**src/rtl/sev_seg_scan_ctrl.sv**
```systemverilog
// rtl/sev_seg_scan_ctrl.sv - load/convert/commit sequencer and digit scanner for the seven-segment decoder
//
// Captures a signed 11-bit result plus operator select, converts the magnitude
// to BCD with an iterative shift-add-3 engine, and commits the digits into a
// display buffer that a free-running scanner multiplexes onto the decoder.
//
// Optional feature: define SEVSEG_SAT_EN to force the committed digits to 9,9,9
// whenever the magnitude exceeds 999; otherwise the low three BCD digits are shown.
//
// Ports:
//   clk     in   system clock, rising edge
//   rst_n   in   asynchronous active-low reset
//   load    in   capture request, honoured only while idle
//   value   in   [10:0] signed two's-complement result
//   sel_in  in   [2:0] operator select captured with value
//   busy    out  conversion in progress
//   done    out  one-cycle pulse when new digits are committed
//   ovf     out  committed magnitude exceeded 999
//   a       out  [1:0] digit position select
//   x       out  [3:0] BCD digit for position a
//   isNeg   out  committed sign
//   sel     out  [2:0] committed operator select

module sev_seg_scan_ctrl #(
  parameter int REFRESH_DIV = 100000
) (
  input  logic        clk,
  input  logic        rst_n,
  input  logic        load,
  input  logic [10:0] value,
  input  logic [2:0]  sel_in,
  output logic        busy,
  output logic        done,
  output logic        ovf,
  output logic [1:0]  a,
  output logic [3:0]  x,
  output logic        isNeg,
  output logic [2:0]  sel
);

  localparam int CNT_W = $clog2(REFRESH_DIV);
  localparam logic [CNT_W-1:0] CNT_MAX = CNT_W'(REFRESH_DIV - 1);
  localparam logic [3:0] LAST_ITER = 4'd10;

  typedef enum logic [1:0] {
    S_IDLE,
    S_CONV,
    S_COMMIT
  } state_t;

  state_t state_q, state_d;

  logic        capture;
  logic        step;
  logic        commit;

  logic [10:0] mag_q;
  logic [15:0] bcd_q;
  logic [3:0]  iter_q;
  logic        sign_q;
  logic [2:0]  sel_cap_q;
  logic [10:0] mag_abs;

  logic [3:0]  dig_h_q, dig_t_q, dig_o_q;
  logic [3:0]  dig_h_c, dig_t_c, dig_o_c;
  logic        ovf_c;
  logic        is_zero;

  logic [CNT_W-1:0] cnt_q;
  logic             wrap;
  logic [1:0]       a_next;
  logic [3:0]       x_next;

  // ---------------------------------------------------------------------------
  // Control FSM
  // ---------------------------------------------------------------------------
  always_ff @(posedge clk or negedge rst_n) begin
    if (!rst_n) begin
      state_q <= S_IDLE;
    end else begin
      state_q <= state_d;
    end
  end

  always_comb begin
    state_d = state_q;
    busy    = 1'b0;
    capture = 1'b0;
    step    = 1'b0;
    commit  = 1'b0;
    case (state_q)
      S_IDLE: begin
        if (load) begin
          capture = 1'b1;
          state_d = S_CONV;
        end
      end
      S_CONV: begin
        busy = 1'b1;
        step = 1'b1;
        if (iter_q == LAST_ITER) begin
          state_d = S_COMMIT;
        end
      end
      S_COMMIT: begin
        busy    = 1'b1;
        commit  = 1'b1;
        state_d = S_IDLE;
      end
      default: begin
        state_d = S_IDLE;
      end
    endcase
  end

  // ---------------------------------------------------------------------------
  // Shift-add-3 binary to BCD engine
  // ---------------------------------------------------------------------------
  function automatic logic [15:0] bcd_adjust(input logic [15:0] b);
    logic [15:0] r;
    r = b;
    for (int i = 0; i < 4; i++) begin
      if (b[i*4 +: 4] >= 4'd5) begin
        r[i*4 +: 4] = b[i*4 +: 4] + 4'd3;
      end
    end
    return r;
  endfunction

  // Two's-complement negate in 11 bits; -1024 wraps to 11'h400, which read as
  // unsigned is exactly the 1024 magnitude we want.
  assign mag_abs = value[10] ? (~value + 11'd1) : value;

  always_ff @(posedge clk or negedge rst_n) begin
    if (!rst_n) begin
      mag_q     <= '0;
      bcd_q     <= '0;
      iter_q    <= '0;
      sign_q    <= 1'b0;
      sel_cap_q <= '0;
    end else if (capture) begin
      mag_q     <= mag_abs;
      bcd_q     <= '0;
      iter_q    <= '0;
      sign_q    <= value[10];
      sel_cap_q <= sel_in;
    end else if (step) begin
      {bcd_q, mag_q} <= {bcd_adjust(bcd_q), mag_q} << 1;
      iter_q         <= iter_q + 4'd1;
    end
  end

  // ---------------------------------------------------------------------------
  // Commit into the display buffer
  // ---------------------------------------------------------------------------
  assign ovf_c   = (bcd_q[15:12] != 4'd0);
  assign is_zero = (bcd_q == 16'd0);

`ifdef SEVSEG_SAT_EN
  assign dig_h_c = ovf_c ? 4'd9 : bcd_q[11:8];
  assign dig_t_c = ovf_c ? 4'd9 : bcd_q[7:4];
  assign dig_o_c = ovf_c ? 4'd9 : bcd_q[3:0];
`else
  assign dig_h_c = bcd_q[11:8];
  assign dig_t_c = bcd_q[7:4];
  assign dig_o_c = bcd_q[3:0];
`endif

  always_ff @(posedge clk or negedge rst_n) begin
    if (!rst_n) begin
      dig_h_q <= '0;
      dig_t_q <= '0;
      dig_o_q <= '0;
      isNeg   <= 1'b0;
      sel     <= '0;
      ovf     <= 1'b0;
      done    <= 1'b0;
    end else begin
      done <= commit;
      if (commit) begin
        dig_h_q <= dig_h_c;
        dig_t_q <= dig_t_c;
        dig_o_q <= dig_o_c;
        // A zero result never shows a minus sign.
        isNeg   <= sign_q & ~is_zero;
        sel     <= sel_cap_q;
        ovf     <= ovf_c;
      end
    end
  end

  // ---------------------------------------------------------------------------
  // Digit scanner
  // ---------------------------------------------------------------------------
  assign wrap = (cnt_q == CNT_MAX);

  // Position order 1 -> 0 -> 3 -> 2 -> 1 is simply a modulo-4 decrement.
  assign a_next = wrap ? (a - 2'd1) : a;

  // x is registered, so it is loaded with the digit for the position that a
  // will hold after this edge.
  always_comb begin
    x_next = 4'd0;
    case (a_next)
      2'd1:    x_next = 4'd0;
      2'd0:    x_next = dig_h_q;
      2'd3:    x_next = dig_t_q;
      2'd2:    x_next = dig_o_q;
      default: x_next = 4'd0;
    endcase
  end

  always_ff @(posedge clk or negedge rst_n) begin
    if (!rst_n) begin
      cnt_q <= '0;
      a     <= 2'd1;
      x     <= 4'd0;
    end else begin
      cnt_q <= wrap ? '0 : cnt_q + 1'b1;
      a     <= a_next;
      x     <= x_next;
    end
  end

endmodule

```
**config.mk**
```make
export PLATFORM = sky130hd
export DESIGN_NAME = sev_seg_scan_ctrl
export DESIGN_NICKNAME = d
export VERILOG_FILES = /design/src/rtl/sev_seg_scan_ctrl.sv
export SDC_FILE = /design/constraint.sdc
export NUM_CORES = 1
export LEC_CHECK = 0
export CAP_MARGIN = 20
export CORE_AREA = 4 4 113 115
export DETAILED_ROUTE_END_ITERATION = 10
export DIE_AREA = 0 0 117 119
export DONT_BUFFER_PORTS = 1
export PLACE_DENSITY = 0.46
export SYNTH_ARGS = -nofsm -noshare
export SYNTH_HDL_FRONTEND = slang
export SYNTH_SLANG_ARGS = --single-unit
```
**constraint.sdc**
```tcl
create_clock -name clk -period 3.35 [get_ports clk]
set_clock_uncertainty 0.15 [all_clocks]
set_input_delay 0.67 -clock clk [delete_from_list [all_inputs] [get_ports clk]]
set_output_delay 0.67 -clock clk [all_outputs]
set_load 0.05 [all_outputs]
```
==> results_dict.tcl, run 1 <==
set metrics [dict create \
    status "finished clean" \
    vias 2646 \
    place_area_mm2 0.00414 \
    ios 30 \
    synth_nets 417 \
    slew_violations 0 \
    ys_seq_elements 78 \
    grt_pass1_wl_mm 13.2 \
    total_power_mw 3.39 \
    rsz0062_at_grt "no" \
    cts_tree "done" \
    die_area_mm2 0.0139 \
    power_leakage_nw 1.94 \
    viasPerCell 4.98 \
    yosysWarnings 0 \
    syn_area_mm2 0.00401 \
    grt_max_degree 78 \
    h-tree-depth 3 \
    worst-slew-pin-transition_ns 0.948 \
    num_rows 40 \
    synth.avg_cell_area_um2 10.5 \
    cts.sinks 78 \
    period_needed_ns 2.30 \
    drv_cap 0 \
    final_cell_mix "dfrtp_1 (77), nand2_1 (35), o21ai_0 (29)" \
    clkLatencyLatePin_ns 0.33 \
    fmax_ghz 0.436 \
    hold_path.class "primary input to asynchronous set/reset pin" \
    clockRootBuffer "clkbuf_16" \
    drt_iter0_markers 142 \
    postCtsSetupRepairBufs 0 \
    peakVddDrop_mv 0.235 \
    hold_viol 0 \
    drtAntennaViolNets 0 \
    final_common_cell "dfrtp_1" \
    antenna_found_initial 0 \
    dp.cells 515 \
    routabilityCongestion 0.738 \
    finalInstanceArea_mm2 0.00446 \
    nFillCells 1188 \
    clk_pin_slew_ns 0.06 \
    drtPass1Iterations 4 \
    setup_viol 0 \
    ys_seq_area_share_pct 48.7 \
    synth.distinct_cells 42 \
    hpwl_mm 5.15 \
    slew_headroom_pct 36.8 \
    critPathKind "flop to flop" \
    cpPeakStageDelay_ns 0.69 \
    start_util_pct 34.0 \
    die_height_um 119 \
    finalNonFillerCells 531 \
    io_buffer_count 0 \
    hold_slack_ns 0.0356 \
    end_kind "flop" \
    drive_gt1_share_pct 12.2 \
    utilization_pct 37.8 \
    cp.arrival_ns 2.33 \
    syn_inst 381 \
    start_kind "flop" \
    fin_nets 416 \
    design.core.area_mm2 0.0118 \
    holdBufCountCts 1 \
    cp_max_fo 14 \
    finalCritPeriodShare_pct 68.5 \
    antennaDiodeCount 0 \
    setup_tns_ns 0 \
    area_growth_pct 11.2 \
    dp_slack_ns 1.10 \
    post_cts_resized 0 \
    grt-ovfl-total 0 \
    final.setup.worst_slack_ns 1.05 \
    grt_pass1_vias 2612 \
    cts_max_path_buffers 2 \
    wl_per_cell_um 14.6 \
    drc 0 \
    wl_mm 7.73 \
    critPathSlowestCell "and4_1" \
    grt_usage_pct 12.1 \
    powerDensity_mw_per_mm2 760 \
    die_w_um 117 \
    required_ns 3.38 \
    cts_buffers 9 \
    crit_chain "nor4b_1 > and4_1 > xor2_2 > o21ai_0" \
]
logic make-up after synthesis:
kind of cell	synth area share, %
muxes	9.39
and+or+nand+nor	15.9
adders and majority gates	5.93
AOI/OAI and AO/OA	9.98
DFF	48.7
buffers and inverters	3.56
xor gates and xnor gates	6.52
cell usage after synthesis (all sizes together):
cell,number,area [um2]
nand4,3,18.8
and4b,1,10.0
o41ai,2,25.0
o31ai,2,15.0
mux2i,11,110
mux2,23,267
nor2b,9,56.3
dfstp,1,26.3
and2,1,6.26
clkbuf,11,41.3
o21ai,29,145
nand2,35,131
a21oi,23,115
nand2b,8,50.1
o21a,1,7.51
inv,16,60.1
buf,6,41.3
o211ai,1,7.51
a211oi,10,75.1
xor2,13,121
or4,1,11.3
nand4b,1,8.76
dfrtp,77,1930
xnor2,16,140
nor4b,3,26.3
nor2,15,56.3
o211a,1,10.0
nor3b,6,50.1
nor4,1,6.26
and3,3,18.8
nor3,4,20.0
and4,2,17.5
or3,6,37.5
nand3b,5,37.5
ha,19,238
nand3,15,75.1
state kept, by name, indices dropped and copies added (netlist names), 2 cells and up:
register / cells
dig_t_q: 4
state_q: 2
dig_o_q: 4
cnt_q: 17
mag_q: 11
bcd_q: 16
iter_q: 4
sel: 3
x: 4
a: 2
sel_cap_q: 3
dig_h_q: 4
worst max-delay path, delay by kind of cell, from the launching register on:
kind	cells	cell delay, ns
xor+xnor	1	0.29
compound gates	1	0.17
flops	1	0.41
simple gates	2	1.14
final cells by class:
cell class                      count  area [um2]  area share [%]
Tap cell                          147         184            4.12
Multi-Input combinational cell    270        1910            42.9
Sequential cell                    78        1950            43.8
Clock inverter                      4        47.5            1.07
Inverter                           16        60.1            1.35
Clock buffer                       11         243            5.44
Timing Repair Buffer                5        57.6            1.29
metal layers:
layer | vias to the layer above | track usage (%) | share of wire, %
met4 | 0 | 5.59 | 2.0
met5 | - | 0 | 0
met1 | 1279 | 16.7 | 50
met2 | 36 | 17.9 | 45
met3 | 11 | 2.85 | 3.3
li1 | 1320 | - | -
final timing paths:
path,start,endpoint,slack [ns],cells after the start
setup / recovery,cnt_q[11]$_DFF_PN0_,x[2]$_DFF_PN0_,1.05,4
hold / removal,rst_n,a[0]$_DFF_PN1_,0.04,0
setup reg to reg,cnt_q[11]$_DFF_PN0_,x[2]$_DFF_PN0_,1.05,4
hold reg to reg,sel_cap_q[2]$_DFFE_PN0P_,sel_cap_q[2]$_DFFE_PN0P_,0.32,2
max in group asynchronous,rst_n,state_q[1]$_DFFE_PN0P_,2.64,1
min in group clk,sel_in[0],sel_cap_q[0]$_DFFE_PN0P_,0.30,2
power by group:
group	switching (mW)	leakage [nW]	total, mW	internal (mW)
registers	0.280	1.03	1.45	1.17
clock network	0.367	0.141	0.958	0.591
logic	0.540	0.774	0.977	0.437
(Power assumes the default switching activity.)
==> run 2: changes to the inputs <==
==> constraint.sdc (replaced) <==
create_clock -name clk -period 2.17 [get_ports clk]
set_clock_uncertainty 0.15 [all_clocks]
set_input_delay 0.434 -clock clk [delete_from_list [all_inputs] [get_ports clk]]
set_output_delay 0.434 -clock clk [all_outputs]
set_load 0.05 [all_outputs]
==> run 2 against run 1 <==
  * Hold slack got worse by 0.39 ns
  * Non-clock buffer count increased by 2
  * Sequential power increased by 55%
  * Via count grew 1.2%
  * Critical path type is now flop to output port
  * Cell area grew 1.4%
  * Count of clock-buffer cells in the layout stayed put
  * Combinational power grew 55%
  * The run now ends with negative hold slack left
  * Routed wire length is 2.6% higher
  * Critical path depth shrank 2
  * Register-to-register slack worse by 0.78 ns
==> results_dict.tcl, run 2 (same netlist as run 1, synthesis figures left out) <==
set metrics [dict create \
    fin_nets 418 \
    postCtsSetupRepairBufs 0 \
    top_regs "cnt_q (17), bcd_q (16), mag_q (11)" \
    cts_max_path_buffers 2 \
    antenna_found_initial 0 \
    cp_max_fo 4 \
    drc 0 \
    die_area_mm2 0.0139 \
    hpwl_mm 5.15 \
    violations "negative hold slack" \
    hold_slack_ns -0.354 \
    powerDensity_mw_per_mm2 1200 \
    hold_viol 78 \
    routabilityCongestion 0.723 \
    die_height_um 119 \
    clkLatencyLatePin_ns 0.33 \
    nFillCells 1177 \
    required_ns 1.59 \
    final_cell_mix "dfrtp_1 (77), nand2_1 (35), o21ai_0 (29)" \
    worst-slew-pin-transition_ns 0.564 \
    wl_per_cell_um 14.9 \
    grt_pass1_vias 2766 \
    regMostFlops "cnt_q" \
    clockRootBuffer "clkbuf_16" \
    largest_reg_flops 17 \
    finalNonFillerCells 534 \
    power_leakage_nw 1.97 \
    rsz0062_at_grt "no" \
    drive_gt1_share_pct 12.9 \
    critPathKind "flop to output port" \
    area_growth_pct 12.8 \
    ios 30 \
    drtAntennaViolNets 0 \
    die_w_um 117 \
    slew_headroom_pct 62.0 \
    cts.sinks 78 \
    viasPerCell 5.02 \
    grt_pass1_wl_mm 13.6 \
    finalCritPeriodShare_pct 88.6 \
    final.setup.worst_slack_ns 0.248 \
    dp.cells 518 \
    regArea_mm2 0.00195 \
    grt_max_degree 79 \
    hold_path.class "primary input to asynchronous set/reset pin" \
    cts_tree "done" \
    num_rows 40 \
    clk_pin_slew_ns 0.06 \
    peakVddDrop_mv 0.492 \
    design.core.area_mm2 0.0118 \
    drv_cap 0 \
    antennaDiodeCount 0 \
    slew_violations 0 \
    fmax_ghz 0.520 \
    start_kind "flop" \
    vias 2679 \
    grt-ovfl-total 0 \
    setup_viol 0 \
    multiInputGateArea_mm2 0.00192 \
    final_common_cell "dfrtp_1" \
    io_buffer_count 0 \
    wl_mm 7.94 \
    setup_tns_ns 0 \
    drtPass1Iterations 4 \
    start_util_pct 34.0 \
    grt_usage_pct 12.4 \
    h-tree-depth 3 \
    period_needed_ns 1.92 \
    utilization_pct 38.3 \
    status "complete, but fails checks" \
    end_kind "output port" \
    cp.arrival_ns 1.34 \
    cts_buffers 9 \
    drt_iter0_markers 180 \
    dp_slack_ns 0.187 \
]
[run 2: cell count changes in the layout (fill, tap and decap cells not counted)]
cell and delta:
and4_2 +1, buf_16 -1, buf_4 +1, clkbuf_8 -1, clkbuf_1 +1, clkinvlp_4 -1
and4_1 -1, bufinv_16 +2, buf_12 +2
[run 2: final timing paths]
path / start / endpoint / slack (ns) / cells past startpoint
worst max register to register: cnt_q[14]$_DFF_PN0_ / x[2]$_DFF_PN0_ / 0.27 / 4
worst min-delay path: rst_n / x[3]$_DFF_PN0_ / -0.35 / 0
min in group clk: sel_in[2] / sel_cap_q[2]$_DFFE_PN0P_ / 0.06 / 2
max in group asynchronous: rst_n / a[0]$_DFF_PN1_ / 2.04 / 0
worst min register to register: cnt_q[16]$_DFF_PN0_ / cnt_q[16]$_DFF_PN0_ / 0.32 / 1
worst max-delay path: state_q[0]$_DFFE_PN0P_ / busy / 0.25 / 2
[run 2: worst max-delay path, stage by stage (launching register included)]
cell,delay (ns)
dfrtp_1,0.34
inv_1,0.08
ha_1,0.58
[run 2: area by class of cell]
type,count,area share (%)
repair buffers,7,1.72
flip-flops and latches,78,43.2
inverters,16,1.33
clock inverters,5,2.21
clock buffers,11,5.15
well taps,147,4.07
multi-input cells,270,42.4
[run 2: repair_timing]
item                                   CTS  global route
gates resized for setup                  0             1
endpoints found under the hold margin   78            78
setup endpoints to repair                0             1
[run 2: routing by layer]
layer	GRT usage [%]	part of all wire [%]
met5	0	0
met2	19.0	46
met1	16.8	49
met3	3.10	3.1
met4	4.73	1.7
[run 2: power by group]
group	leakage, nW	switching, mW	internal, mW
logic	0.786	0.819	0.689
registers	1.03	0.434	1.81
clock network	0.163	0.574	1.12
[run 2: per-stage QoR]
step                      power (mW)  instance area (um2)
after detailed placement        3.80                 4190
after global routing            5.86                 4520
after floorplan                 3.40                 4010
after CTS                       5.53                 4520
final                           5.45                 4520
after global placement          3.78                 4190
